--- src/rtl/cache_control_wb_if.sv ---
// Bundle of CPU-port, physical-memory-port and cache-datapath control signals
// between the cache controller (slave) and its environment (master).
interface cache_control_wb_if #(
  parameter int WAYS  = 2,
  parameter int CNT_W = 16
);
  logic             mem_read;
  logic             mem_write;
  logic [WAYS-1:0]  hit_vec;
  logic [WAYS-1:0]  valid_vec;
  logic [WAYS-1:0]  dirty_vec;
  logic [WAYS-2:0]  plru_out;
  logic             pmem_resp;

  logic             mem_resp;
  logic             pmem_read;
  logic             pmem_write;
  logic [WAYS-1:0]  load_data;
  logic             data_from_pmem;
  logic [WAYS-1:0]  load_tag;
  logic [WAYS-1:0]  load_valid;
  logic [WAYS-1:0]  load_dirty;
  logic             dirty_in;
  logic             load_plru;
  logic [WAYS-2:0]  plru_in;
  logic             wb_addr_sel;
  logic [CNT_W-1:0] hit_count;
  logic [CNT_W-1:0] miss_count;

  modport slave (
    input  mem_read, mem_write, hit_vec, valid_vec, dirty_vec, plru_out, pmem_resp,
    output mem_resp, pmem_read, pmem_write, load_data, data_from_pmem, load_tag,
           load_valid, load_dirty, dirty_in, load_plru, plru_in, wb_addr_sel,
           hit_count, miss_count
  );

  modport master (
    output mem_read, mem_write, hit_vec, valid_vec, dirty_vec, plru_out, pmem_resp,
    input  mem_resp, pmem_read, pmem_write, load_data, data_from_pmem, load_tag,
           load_valid, load_dirty, dirty_in, load_plru, plru_in, wb_addr_sel,
           hit_count, miss_count
  );
endinterface

--- src/rtl/cache_control_wb.sv ---
// N-way write-back / write-allocate L1 cache controller with tree pseudo-LRU,
// invalid-way-first fill, victim write-back and saturating hit/miss counters.
//
// state      | meaning
// IDLE       | serve hits, classify misses and pick a victim
// WRITE_BACK | dirty victim line being written to physical memory
// ALLOCATE   | line fill from physical memory into the victim way
module cache_control_wb #(
  parameter int WAYS  = 2,
  parameter int CNT_W = 16
) (
  input logic               clk,
  input logic               reset,
  cache_control_wb_if.slave bus
);
  localparam int LW = (WAYS > 1) ? $clog2(WAYS) : 1;

  typedef enum logic [1:0] {IDLE, WRITE_BACK, ALLOCATE} state_t;

  state_t          state, state_next;
  logic [LW-1:0]   victim, victim_next;
  logic            hit_inc, miss_inc;
  logic            req, is_write;
  logic [LW-1:0]   hit_way;

  function automatic logic [LW-1:0] lowest_idx(input logic [WAYS-1:0] v);
    logic [WAYS-1:0] tmp;
    lowest_idx = '0;
    for (int i = WAYS-1; i >= 0; i--) begin
      tmp = v >> i;
      if (tmp[0]) lowest_idx = LW'(i);
    end
  endfunction

  // Tree padded to 7 nodes so WAYS up to 8 share one indexing scheme.
  function automatic logic [LW-1:0] plru_victim(input logic [WAYS-2:0] t);
    logic [6:0] tree;
    logic [2:0] vx;
    logic       d;
    int         n;
    tree = '0;
    tree[WAYS-2:0] = t;
    vx = '0;
    n  = 0;
    for (int l = 0; l < LW; l++) begin
      d  = tree[n[2:0]];
      vx = (vx << 1) | {2'b00, d};
      n  = 2*n + (d ? 2 : 1);
    end
    plru_victim = LW'(vx);
  endfunction

  function automatic logic [WAYS-2:0] plru_update(input logic [WAYS-2:0] t,
                                                   input logic [LW-1:0]   w);
    logic [6:0] tree;
    logic [2:0] wx, tmp;
    logic       dir;
    int         n;
    tree = '0;
    tree[WAYS-2:0] = t;
    wx = 3'(w);
    n  = 0;
    for (int l = 0; l < LW; l++) begin
      tmp = wx >> (LW-1-l);
      dir = tmp[0];
      tree[n[2:0]] = ~dir;
      n = 2*n + (dir ? 2 : 1);
    end
    plru_update = tree[WAYS-2:0];
  endfunction

  assign req      = bus.mem_read | bus.mem_write;
  assign is_write = bus.mem_write & ~bus.mem_read;
  assign hit_way  = lowest_idx(bus.hit_vec);

  always_ff @(posedge clk or posedge reset) begin
    if (reset) begin
      state          <= IDLE;
      victim         <= '0;
      bus.hit_count  <= '0;
      bus.miss_count <= '0;
    end else begin
      state  <= state_next;
      victim <= victim_next;
      if (hit_inc && bus.hit_count != {CNT_W{1'b1}})
        bus.hit_count <= bus.hit_count + 1'b1;
      if (miss_inc && bus.miss_count != {CNT_W{1'b1}})
        bus.miss_count <= bus.miss_count + 1'b1;
    end
  end

  always_comb begin
    state_next         = state;
    victim_next        = victim;
    hit_inc            = 1'b0;
    miss_inc           = 1'b0;
    bus.mem_resp       = 1'b0;
    bus.pmem_read      = 1'b0;
    bus.pmem_write     = 1'b0;
    bus.load_data      = '0;
    bus.data_from_pmem = 1'b0;
    bus.load_tag       = '0;
    bus.load_valid     = '0;
    bus.load_dirty     = '0;
    bus.dirty_in       = 1'b0;
    bus.load_plru      = 1'b0;
    bus.plru_in        = '0;
    bus.wb_addr_sel    = 1'b0;
    // Strobes are combinational, so they must be forced low while reset is held.
    if (!reset) begin
      case (state)
        IDLE: begin
          if (req) begin
            if (|bus.hit_vec) begin
              bus.mem_resp  = 1'b1;
              bus.load_plru = 1'b1;
              bus.plru_in   = plru_update(bus.plru_out, hit_way);
              hit_inc       = 1'b1;
              if (is_write) begin
                bus.load_data  = WAYS'(1) << hit_way;
                bus.load_dirty = WAYS'(1) << hit_way;
                bus.dirty_in   = 1'b1;
              end
            end else begin
              miss_inc    = 1'b1;
              victim_next = (~&bus.valid_vec) ? lowest_idx(~bus.valid_vec)
                                              : plru_victim(bus.plru_out);
              state_next  = (bus.valid_vec[victim_next] & bus.dirty_vec[victim_next])
                            ? WRITE_BACK : ALLOCATE;
            end
          end
        end
        WRITE_BACK: begin
          bus.pmem_write  = 1'b1;
          bus.wb_addr_sel = 1'b1;
          if (bus.pmem_resp) state_next = ALLOCATE;
        end
        ALLOCATE: begin
          bus.pmem_read      = 1'b1;
          bus.data_from_pmem = 1'b1;
          if (bus.pmem_resp) begin
            bus.load_data  = WAYS'(1) << victim;
            bus.load_tag   = WAYS'(1) << victim;
            bus.load_valid = WAYS'(1) << victim;
            bus.load_dirty = WAYS'(1) << victim;
            state_next     = IDLE;
          end
        end
        default: state_next = IDLE;
      endcase
    end
  end
endmodule

--- src/flat_wrapper.sv ---
// flat-port wrapper written by rule: the top's interface ports become plain ports
module cache_control_wb_flat 
#(
  parameter int WAYS  = 2,
  parameter int CNT_W = 16
)
  (clk, reset, bus_mem_read, bus_mem_write, bus_hit_vec, bus_valid_vec, bus_dirty_vec, bus_plru_out, bus_pmem_resp, bus_mem_resp, bus_pmem_read, bus_pmem_write, bus_load_data, bus_data_from_pmem, bus_load_tag, bus_load_valid, bus_load_dirty, bus_dirty_in, bus_load_plru, bus_plru_in, bus_wb_addr_sel, bus_hit_count, bus_miss_count);
  cache_control_wb_if #(.WAYS(WAYS), .CNT_W(CNT_W)) bus_i ();
  input logic clk;
  input logic reset;
  input wire logic [$bits(bus_i.mem_read)-1:0] bus_mem_read;
  input wire logic [$bits(bus_i.mem_write)-1:0] bus_mem_write;
  input wire logic [$bits(bus_i.hit_vec)-1:0] bus_hit_vec;
  input wire logic [$bits(bus_i.valid_vec)-1:0] bus_valid_vec;
  input wire logic [$bits(bus_i.dirty_vec)-1:0] bus_dirty_vec;
  input wire logic [$bits(bus_i.plru_out)-1:0] bus_plru_out;
  input wire logic [$bits(bus_i.pmem_resp)-1:0] bus_pmem_resp;
  output wire logic [$bits(bus_i.mem_resp)-1:0] bus_mem_resp;
  output wire logic [$bits(bus_i.pmem_read)-1:0] bus_pmem_read;
  output wire logic [$bits(bus_i.pmem_write)-1:0] bus_pmem_write;
  output wire logic [$bits(bus_i.load_data)-1:0] bus_load_data;
  output wire logic [$bits(bus_i.data_from_pmem)-1:0] bus_data_from_pmem;
  output wire logic [$bits(bus_i.load_tag)-1:0] bus_load_tag;
  output wire logic [$bits(bus_i.load_valid)-1:0] bus_load_valid;
  output wire logic [$bits(bus_i.load_dirty)-1:0] bus_load_dirty;
  output wire logic [$bits(bus_i.dirty_in)-1:0] bus_dirty_in;
  output wire logic [$bits(bus_i.load_plru)-1:0] bus_load_plru;
  output wire logic [$bits(bus_i.plru_in)-1:0] bus_plru_in;
  output wire logic [$bits(bus_i.wb_addr_sel)-1:0] bus_wb_addr_sel;
  output wire logic [$bits(bus_i.hit_count)-1:0] bus_hit_count;
  output wire logic [$bits(bus_i.miss_count)-1:0] bus_miss_count;
  assign bus_i.mem_read = bus_mem_read;
  assign bus_i.mem_write = bus_mem_write;
  assign bus_i.hit_vec = bus_hit_vec;
  assign bus_i.valid_vec = bus_valid_vec;
  assign bus_i.dirty_vec = bus_dirty_vec;
  assign bus_i.plru_out = bus_plru_out;
  assign bus_i.pmem_resp = bus_pmem_resp;
  assign bus_mem_resp = bus_i.mem_resp;
  assign bus_pmem_read = bus_i.pmem_read;
  assign bus_pmem_write = bus_i.pmem_write;
  assign bus_load_data = bus_i.load_data;
  assign bus_data_from_pmem = bus_i.data_from_pmem;
  assign bus_load_tag = bus_i.load_tag;
  assign bus_load_valid = bus_i.load_valid;
  assign bus_load_dirty = bus_i.load_dirty;
  assign bus_dirty_in = bus_i.dirty_in;
  assign bus_load_plru = bus_i.load_plru;
  assign bus_plru_in = bus_i.plru_in;
  assign bus_wb_addr_sel = bus_i.wb_addr_sel;
  assign bus_hit_count = bus_i.hit_count;
  assign bus_miss_count = bus_i.miss_count;
  cache_control_wb #(.WAYS(WAYS), .CNT_W(CNT_W)) u_core (.clk(clk), .reset(reset), .bus(bus_i));
endmodule
--- config.mk ---
export PLATFORM = sky130hd
export DESIGN_NAME = cache_control_wb_flat
export DESIGN_NICKNAME = d
export VERILOG_FILES = /design/src/rtl/cache_control_wb_if.sv /design/src/rtl/cache_control_wb.sv /design/src/flat_wrapper.sv
export SDC_FILE = /design/constraint.sdc
export NUM_CORES = 1
export LEC_CHECK = 0
export ABC_AREA = 1
export CAP_MARGIN = 40
export CORE_ASPECT_RATIO = 0.5
export CORE_MARGIN = 8
export CORE_UTILIZATION = 45
export DETAILED_ROUTE_END_ITERATION = 6
export PLACE_DENSITY = 0.74
export SYNTH_ARGS = -nofsm -noshare
export SYNTH_HDL_FRONTEND = slang
export SYNTH_SLANG_ARGS = --single-unit
--- constraint.sdc ---
create_clock -name clk -period 2 [get_ports clk]
set_input_delay 0.4 -clock clk [delete_from_list [all_inputs] [get_ports clk]]
set_output_delay 0.4 -clock clk [all_outputs]
set_load 0.01 [all_outputs]
==> results of run 1 <==
==> layer usage <==
metal	global-route usage	wire [um]
met5	0	0
met3	0.0453	307
met4	0.0770	137
met1	0.191	2800
met2	0.326	3370
==> final cells by class <==
class / instances / area [sq um]
clock buffer: 7 / 76.3
clock inverter: 1 / 5.00
fill: 509 / 2040
inverter: 40 / 155
multi-input combinational: 278 / 1390
sequential: 35 / 876
tap: 73 / 91.3
timing repair buffer: 84 / 767
==> per-stage QoR <==
stage | TNS [ns] | hold slack, ns | power, mW | cell area, sq um
after floorplan | 0 | 0.230 | 2.08 | 2480
after global placement | -3.78 | 0.507 | 2.84 | 3280
after detailed placement | -4.25 | 0.526 | 2.91 | 3280
after CTS | -0.0101 | 0.311 | 3.40 | 3360
after global routing | -0.0133 | 0.333 | 3.65 | 3360
final | 0 | 0.314 | 3.39 | 3360
==> worst paths after layout <==
| kind | start | cells past startpoint | endpoint | slack, ns |
|---|---|---|---|---|
| worst min register to register | u_core.victim | 2 | u_core.victim | 0.54 |
| worst max register to register | u_core.bus.hit_count[0] | 6 | u_core.bus.hit_count[5] | 0.32 |
| worst min-delay path | reset | 3 | u_core.victim | 0.31 |
| worst max-delay path | bus_mem_read | 7 | bus_plru_in | 0.08 |
| min in group clk | u_core.victim | 2 | u_core.victim | 0.54 |
| max in group asynchronous | reset | 4 | u_core.bus.hit_count[3] | 1.34 |
==> synth_stat cells (all sizes together), types with 2 or more instances <==
cell / number / area share
a21oi: 2 / 0.0040
buf: 12 / 0.042
dfrtp: 35 / 0.35
ha: 2 / 0.010
inv: 39 / 0.059
nand2: 153 / 0.24
nand3: 18 / 0.038
nand4: 9 / 0.023
nor2: 51 / 0.097
nor3: 2 / 0.0040
o21ai: 27 / 0.077
xnor2: 2 / 0.0071
xor2: 7 / 0.025
==> registers in the layout, indices dropped and copies added (netlist names) <==
register and cells:
u_core.bus.hit_count 16, u_core.bus.miss_count 16, u_core.state 2, u_core.victim 1
==> critical path, delay by kind of cell <==
| family | cells | cell delay, ns |
|---|---|---|
| buffers and inverters | 3 | 0.81 |
| AND/OR/NAND/NOR | 4 | 0.29 |
==> where the power goes <==
group,switching (mW),internal (mW),leakage (nW)
logic,0.815,0.830,1.04
registers,0.313,0.920,0.465
clock network,0.263,0.244,0.0422
total,1.39,1.99,1.55
==> kinds of logic after synthesis <==
group	Yosys count	synth area share
AO/OA/AOI/OAI	32	0.0909
XOR/XNOR	9	0.0318
adder cells (fa/ha/maj)	2	0.0101
buffers and inverters	52	0.104
flip-flops	35	0.354
AND/OR/NAND/NOR	235	0.410
==> repair_timing <==
action,in CTS,in global routing
setup buffers,0,0
hold buffers,0,0
endpoints found under the setup margin,16,10
cloned,0,0
pin swaps,1,3
gates resized for setup,27,22
==> impl_metrics.xml, run 1 <==
<?xml version="1.0" encoding="UTF-8"?>
<metrics>
  <group name="logic_synthesis">
    <metric name="ys_seq_area_frac" unit="">0.354</metric>
    <metric name="yosysUniqueCellTypes" unit="">27</metric>
    <metric name="synth-edff-count" unit="">0</metric>
    <metric name="synth_cells" unit="">365</metric>
    <metric name="synth.cell_area" unit="sq um">2480</metric>
    <metric name="postSynthRegisterBits" unit="">35</metric>
    <metric name="syn_nets" unit="">379</metric>
    <metric name="yosysWarningCount" unit="">0</metric>
    <metric name="ys_dominant_reg_cell" unit="">sky130_fd_sc_hd__dfrtp_1</metric>
    <metric name="ys_async_sr_fraction" unit="">1.00</metric>
    <metric name="post_synth.cell_area_avg" unit="sq um">6.79</metric>
  </group>
  <group name="sta">
    <metric name="finalMaxSlewViolations" unit="">0</metric>
    <metric name="post-route-period-util" unit="">0.960</metric>
    <metric name="final-hold-violation-count" unit="">0</metric>
    <metric name="final.setup_skew" unit="ns">0.00553</metric>
    <metric name="final_period_minus_worst_setup_slack" unit="ns">1.92</metric>
    <metric name="tightestPinTransition" unit="ns">0.484</metric>
    <metric name="maxSlewHeadroom" unit="">0.677</metric>
    <metric name="highest_attainable_clock_frequency" unit="GHz">0.521</metric>
    <metric name="grt_setup_unrepaired" unit="">yes</metric>
    <metric name="setup_slack" unit="ns">0.0797</metric>
    <metric name="setup-violations-final" unit="">0</metric>
  </group>
  <group name="worst_setup_path">
    <metric name="timing.critical_path.slowest_cell_delay" unit="ns">0.52</metric>
    <metric name="crit_required" unit="ns">1.60</metric>
    <metric name="crit_path_max_delay_cell_type" unit="">sky130_fd_sc_hd__clkdlybuf4s50_1</metric>
    <metric name="criticalPathCategory" unit="">in2out</metric>
    <metric name="setup.worst_path.start_class" unit="">input pin</metric>
    <metric name="critical_path.max_fanout" unit="">2</metric>
    <metric name="category_of_the_worst_setup_path_capture_point" unit="">output pin</metric>
    <metric name="crit_path_cell_trace" unit="">clkdlybuf4s50_1, buf_4, nor2_1, nor2_1, nand2_1, nor2_2, clkbuf_2</metric>
    <metric name="crit_top_cell" unit="">sky130_fd_sc_hd__nor2_1</metric>
    <metric name="arrival" unit="ns">1.52</metric>
  </group>
  <group name="global_route">
    <metric name="grt_start_max_net_pins" unit="">21</metric>
    <metric name="globalRouteOverflowTotal" unit="">0</metric>
    <metric name="grt_pass1_wl" unit="mm">11.5</metric>
    <metric name="grt_use_total" unit="">0.175</metric>
    <metric name="antenna_found_initial" unit="">0</metric>
    <metric name="first_global_vias" unit="">2517</metric>
  </group>
  <group name="cts">
    <metric name="clockBufferDepth" unit="">2</metric>
    <metric name="tritoncts" unit="">built</metric>
    <metric name="ctsRootBufferMaster" unit="">sky130_fd_sc_hd__clkbuf_8</metric>
    <metric name="cts.reportedPaths.clkPinSlew" unit="ns">0.07</metric>
    <metric name="clock_sink_count" unit="">35</metric>
    <metric name="clock_buffers_created_by_tritoncts" unit="">5</metric>
    <metric name="htreeDepth" unit="">2</metric>
    <metric name="clkLatencyLatePin" unit="ns">0.29</metric>
  </group>
  <group name="drt">
    <metric name="drt_wl_total" unit="mm">6.61</metric>
    <metric name="postRouteAntennaNets" unit="">0</metric>
    <metric name="routed_wire_length_per_instance" unit="um">12.8</metric>
    <metric name="detail_route.first_pass.iterations" unit="">5</metric>
    <metric name="via_per_inst" unit="">4.81</metric>
    <metric name="drcViolationCount" unit="">0</metric>
    <metric name="via_count" unit="">2490</metric>
    <metric name="drt_iter0_markers" unit="">136</metric>
  </group>
  <group name="finish">
    <metric name="layout.cells.most_common_list" unit="">sky130_fd_sc_hd__nand2_1, sky130_fd_sc_hd__clkdlybuf4s50_1, sky130_fd_sc_hd__nor2_1</metric>
    <metric name="antenna_cells" unit="">0</metric>
    <metric name="final_nets" unit="">458</metric>
    <metric name="layout.core_utilization" unit="">0.622</metric>
    <metric name="layout-area-overhead-vs-synth" unit="%">35.5</metric>
    <metric name="final_cells" unit="">518</metric>
    <metric name="layout-drive-gt1-share" unit="">0.202</metric>
    <metric name="mostFrequentLayoutCell" unit="">sky130_fd_sc_hd__nand2_1</metric>
  </group>
  <group name="pwr">
    <metric name="ir_drop" unit="uV">592</metric>
    <metric name="total_leakage_power" unit="nW">1.55</metric>
    <metric name="power_density" unit="nW/um^2">1010</metric>
  </group>
  <group name="hold_path">
    <metric name="timing.hold.worst.class" unit="">in2async</metric>
  </group>
  <group name="flow_run">
    <metric name="drv.max_cap_violation_count" unit="">0</metric>
  </group>
  <group name="floorplan">
    <metric name="floorplan.die_area" unit="sq um">8280</metric>
    <metric name="effective_utilization_at_floorplan" unit="">0.459</metric>
    <metric name="die_height" unit="um">68.5</metric>
    <metric name="core.rowCount" unit="">19</metric>
    <metric name="floorplan.core_area" unit="sq um">5400</metric>
    <metric name="width_of_the_die" unit="um">121</metric>
    <metric name="design.portCount" unit="">60</metric>
  </group>
  <group name="place">
    <metric name="gp_congestion" unit="">0.889</metric>
    <metric name="dpl.cell_count" unit="">510</metric>
    <metric name="hpwl" unit="mm">5.18</metric>
    <metric name="detailedPlace.worstSlack" unit="ns">-0.453</metric>
    <metric name="portBuffers" unit="">59</metric>
  </group>
  <group name="run_status">
    <metric name="run_status" unit="">complete, no violations</metric>
  </group>
</metrics>
(Power assumes the default switching activity.)
==> run 2: changes to the inputs <==
Settings changed: CELL_PAD_IN_SITES_DETAIL_PLACEMENT set to 2, CELL_PAD_IN_SITES_GLOBAL_PLACEMENT set to 2, CORE_MARGIN 8 to 2, CORE_UTILIZATION 45 to 27, GPL_TIMING_DRIVEN set to 0, PLACE_DENSITY 0.74 to not set, PLACE_DENSITY_LB_ADDON set to 0.1.
==> run 2 against run 1 <==
Net effect: cell count rose by 7.3%; via count is 6.7% higher; first-iteration DRC count shrank 72%; critical path type is now reg2out; sequential power is 3% higher; power up 10%; design area increased by 2.3%.
==> impl_metrics.xml, run 2 (synthesized netlist as in run 1, its figures left out) <==
<?xml version="1.0" encoding="UTF-8"?>
<metrics>
  <group name="drt">
    <metric name="detail_route.first_pass.iterations" unit="">4</metric>
    <metric name="drt_iter0_markers" unit="">38</metric>
    <metric name="postRouteAntennaNets" unit="">0</metric>
    <metric name="routed_wire_length_per_instance" unit="um">16.2</metric>
    <metric name="via_per_inst" unit="">4.78</metric>
    <metric name="drcViolationCount" unit="">0</metric>
    <metric name="via_count" unit="">2658</metric>
    <metric name="drt_wl_total" unit="mm">8.99</metric>
  </group>
  <group name="place">
    <metric name="hpwl" unit="mm">6.63</metric>
    <metric name="dpl.cell_count" unit="">541</metric>
    <metric name="portBuffers" unit="">59</metric>
    <metric name="gp_congestion" unit="">0.784</metric>
    <metric name="detailed_place.area" unit="sq um">3220</metric>
  </group>
  <group name="finish">
    <metric name="final_area" unit="sq um">3430</metric>
    <metric name="area.sequential" unit="sq um">878</metric>
    <metric name="final_nets" unit="">452</metric>
    <metric name="multiInputGateArea" unit="sq um">1390</metric>
    <metric name="layout-area-overhead-vs-synth" unit="%">38.6</metric>
    <metric name="final_cells" unit="">556</metric>
    <metric name="layout-drive-gt1-share" unit="">0.205</metric>
    <metric name="mostFrequentLayoutCell" unit="">sky130_fd_sc_hd__nand2_1</metric>
    <metric name="antenna_cells" unit="">0</metric>
    <metric name="layout.cells.most_common_list" unit="">sky130_fd_sc_hd__nand2_1, sky130_fd_sc_hd__nor2_1, sky130_fd_sc_hd__clkdlybuf4s50_1</metric>
    <metric name="top_regs" unit="">u_core.bus.hit_count: 16 flops, u_core.bus.miss_count: 16 flops, u_core.state: 2 flops</metric>
    <metric name="layout.core_utilization" unit="">0.390</metric>
    <metric name="n_fill_cell" unit="">1064</metric>
  </group>
  <group name="worst_setup_path">
    <metric name="critical_path.max_fanout" unit="">4</metric>
    <metric name="arrival" unit="ns">1.52</metric>
    <metric name="crit_path_end" unit="">bus_dirty_in</metric>
    <metric name="critical_path.startpoint" unit="">u_core.state[1]</metric>
    <metric name="criticalPathCategory" unit="">reg2out</metric>
    <metric name="ff2ff_path_depth" unit="">8</metric>
    <metric name="setup.worst_path.start_class" unit="">flop</metric>
    <metric name="crit_required" unit="ns">1.60</metric>
    <metric name="reg2reg_from" unit="">u_core.bus.hit_count[0]</metric>
    <metric name="category_of_the_worst_setup_path_capture_point" unit="">output pin</metric>
    <metric name="timing.rr.end" unit="">u_core.bus.hit_count[5]</metric>
    <metric name="slack_of_the_worst_reg_to_reg_path" unit="ns">0.19</metric>
  </group>
  <group name="sta">
    <metric name="final_period_minus_worst_setup_slack" unit="ns">1.92</metric>
    <metric name="post-route-period-util" unit="">0.962</metric>
    <metric name="final-hold-violation-count" unit="">0</metric>
    <metric name="finalMaxSlewViolations" unit="">0</metric>
    <metric name="fin_tns_setup" unit="ns">0</metric>
    <metric name="tightestPinTransition" unit="ns">0.377</metric>
    <metric name="highest_attainable_clock_frequency" unit="GHz">0.520</metric>
    <metric name="setup-violations-final" unit="">0</metric>
    <metric name="final.setup_skew" unit="ns">0.00583</metric>
    <metric name="maxSlewHeadroom" unit="">0.748</metric>
  </group>
  <group name="pwr">
    <metric name="ir_drop" unit="uV">363</metric>
    <metric name="total_leakage_power" unit="nW">1.56</metric>
    <metric name="power_density" unit="nW/um^2">1090</metric>
    <metric name="power" unit="mW">3.73</metric>
  </group>
  <group name="floorplan">
    <metric name="core.rowCount" unit="">24</metric>
    <metric name="die_height" unit="um">71.7</metric>
    <metric name="width_of_the_die" unit="um">139</metric>
    <metric name="design.portCount" unit="">60</metric>
    <metric name="floorplan.core_area" unit="sq um">8800</metric>
    <metric name="floorplan.die_area" unit="sq um">10000</metric>
    <metric name="effective_utilization_at_floorplan" unit="">0.282</metric>
  </group>
  <group name="cts">
    <metric name="clock_buffers_created_by_tritoncts" unit="">5</metric>
    <metric name="clockBufferDepth" unit="">2</metric>
    <metric name="cts.reportedPaths.clkPinSlew" unit="ns">0.06</metric>
    <metric name="clock_sink_count" unit="">35</metric>
    <metric name="clkLatencyLatePin" unit="ns">0.29</metric>
    <metric name="postCtsHoldBufs" unit="">0</metric>
    <metric name="tritoncts" unit="">built</metric>
    <metric name="ctsRootBufferMaster" unit="">sky130_fd_sc_hd__clkbuf_16</metric>
    <metric name="htreeDepth" unit="">2</metric>
  </group>
  <group name="global_route">
    <metric name="antenna_found_initial" unit="">0</metric>
    <metric name="grt_start_max_net_pins" unit="">22</metric>
    <metric name="first_global_vias" unit="">2995</metric>
    <metric name="grt_pass1_wl" unit="mm">15.3</metric>
    <metric name="grt_use_total" unit="">0.194</metric>
    <metric name="globalRouteOverflowTotal" unit="">0</metric>
  </group>
  <group name="hold_path">
    <metric name="timing.hold.worst.class" unit="">in2async</metric>
  </group>
  <group name="flow_run">
    <metric name="drv.max_cap_violation_count" unit="">0</metric>
  </group>
  <group name="run_status">
    <metric name="run_status" unit="">complete, no violations</metric>
  </group>
</metrics>
## run 2: routing by layer
layer,part of all wire,GRT usage,vias to the layer above
li1,-,-,1270
met1,0.44,0.222,1352
met2,0.53,0.383,31
met3,0.025,0.0374,5
met4,0.0050,0.0370,0
met5,0,0,-
## run 2: timing repair
action | in CTS | in global routing
resized for setup | 55 | 8
pin swaps | 9 | 9
buffers inserted | 6 | 1
endpoints found under the setup margin | 48 | 8
gates cloned | 2 | 0
## run 2: area by class of cell
| type | count | share of cell area |
|---|---|---|
| multi-input cells | 278 | 0.405 |
| flip-flops and latches | 35 | 0.256 |
| repair buffers | 66 | 0.175 |
| inverters | 40 | 0.0488 |
| well taps | 117 | 0.0426 |
| clock buffers | 5 | 0.0364 |
| plain buffers | 10 | 0.0262 |
| repair inverters | 2 | 0.00510 |
| clock inverters | 3 | 0.00437 |
## run 2: worst min-delay path by stage
stage                             start                       to  slack [ns]  depth (start not counted)
after CTS                         reset          u_core.state[0]        0.13                          2
after detailed placement  u_core.victim            u_core.victim        0.52                          2
after floorplan                   reset  u_core.bus.hit_count[0]        0.23                          1
after global routing              reset          u_core.state[0]        0.13                          2
final                             reset          u_core.state[0]        0.13                          2
after global placement    u_core.victim            u_core.victim        0.50                          2
## run 2: where the power goes
group / total [mW] / leakage, nW / internal [mW] / switching (mW)
Combinational: 1.67 / 1.03 / 0.802 / 0.868
Clock: 0.789 / 0.0733 / 0.455 / 0.334
Sequential: 1.27 / 0.463 / 0.923 / 0.348
Total: 3.73 / 1.56 / 2.18 / 1.55
## run 2: metrics by stage
step	setup slack, ns	hold WS [ns]
after floorplan	0.170	0.230
after global placement	-0.987	0.501
after global routing	-0.0118	0.132
after detailed placement	-1.04	0.516
final	0.0757	0.128
after CTS	-0.137	0.125
## run 2: worst max-delay path, cell delays in order, from the launching register on
cell and delay (ns):
sky130_fd_sc_hd__dfrtp_2 0.45, sky130_fd_sc_hd__nor2_4 0.17, sky130_fd_sc_hd__inv_4 0.07, sky130_fd_sc_hd__nor3_4 0.14, sky130_fd_sc_hd__and3_1 0.18, sky130_fd_sc_hd__clkdlybuf4s15_2 0.22
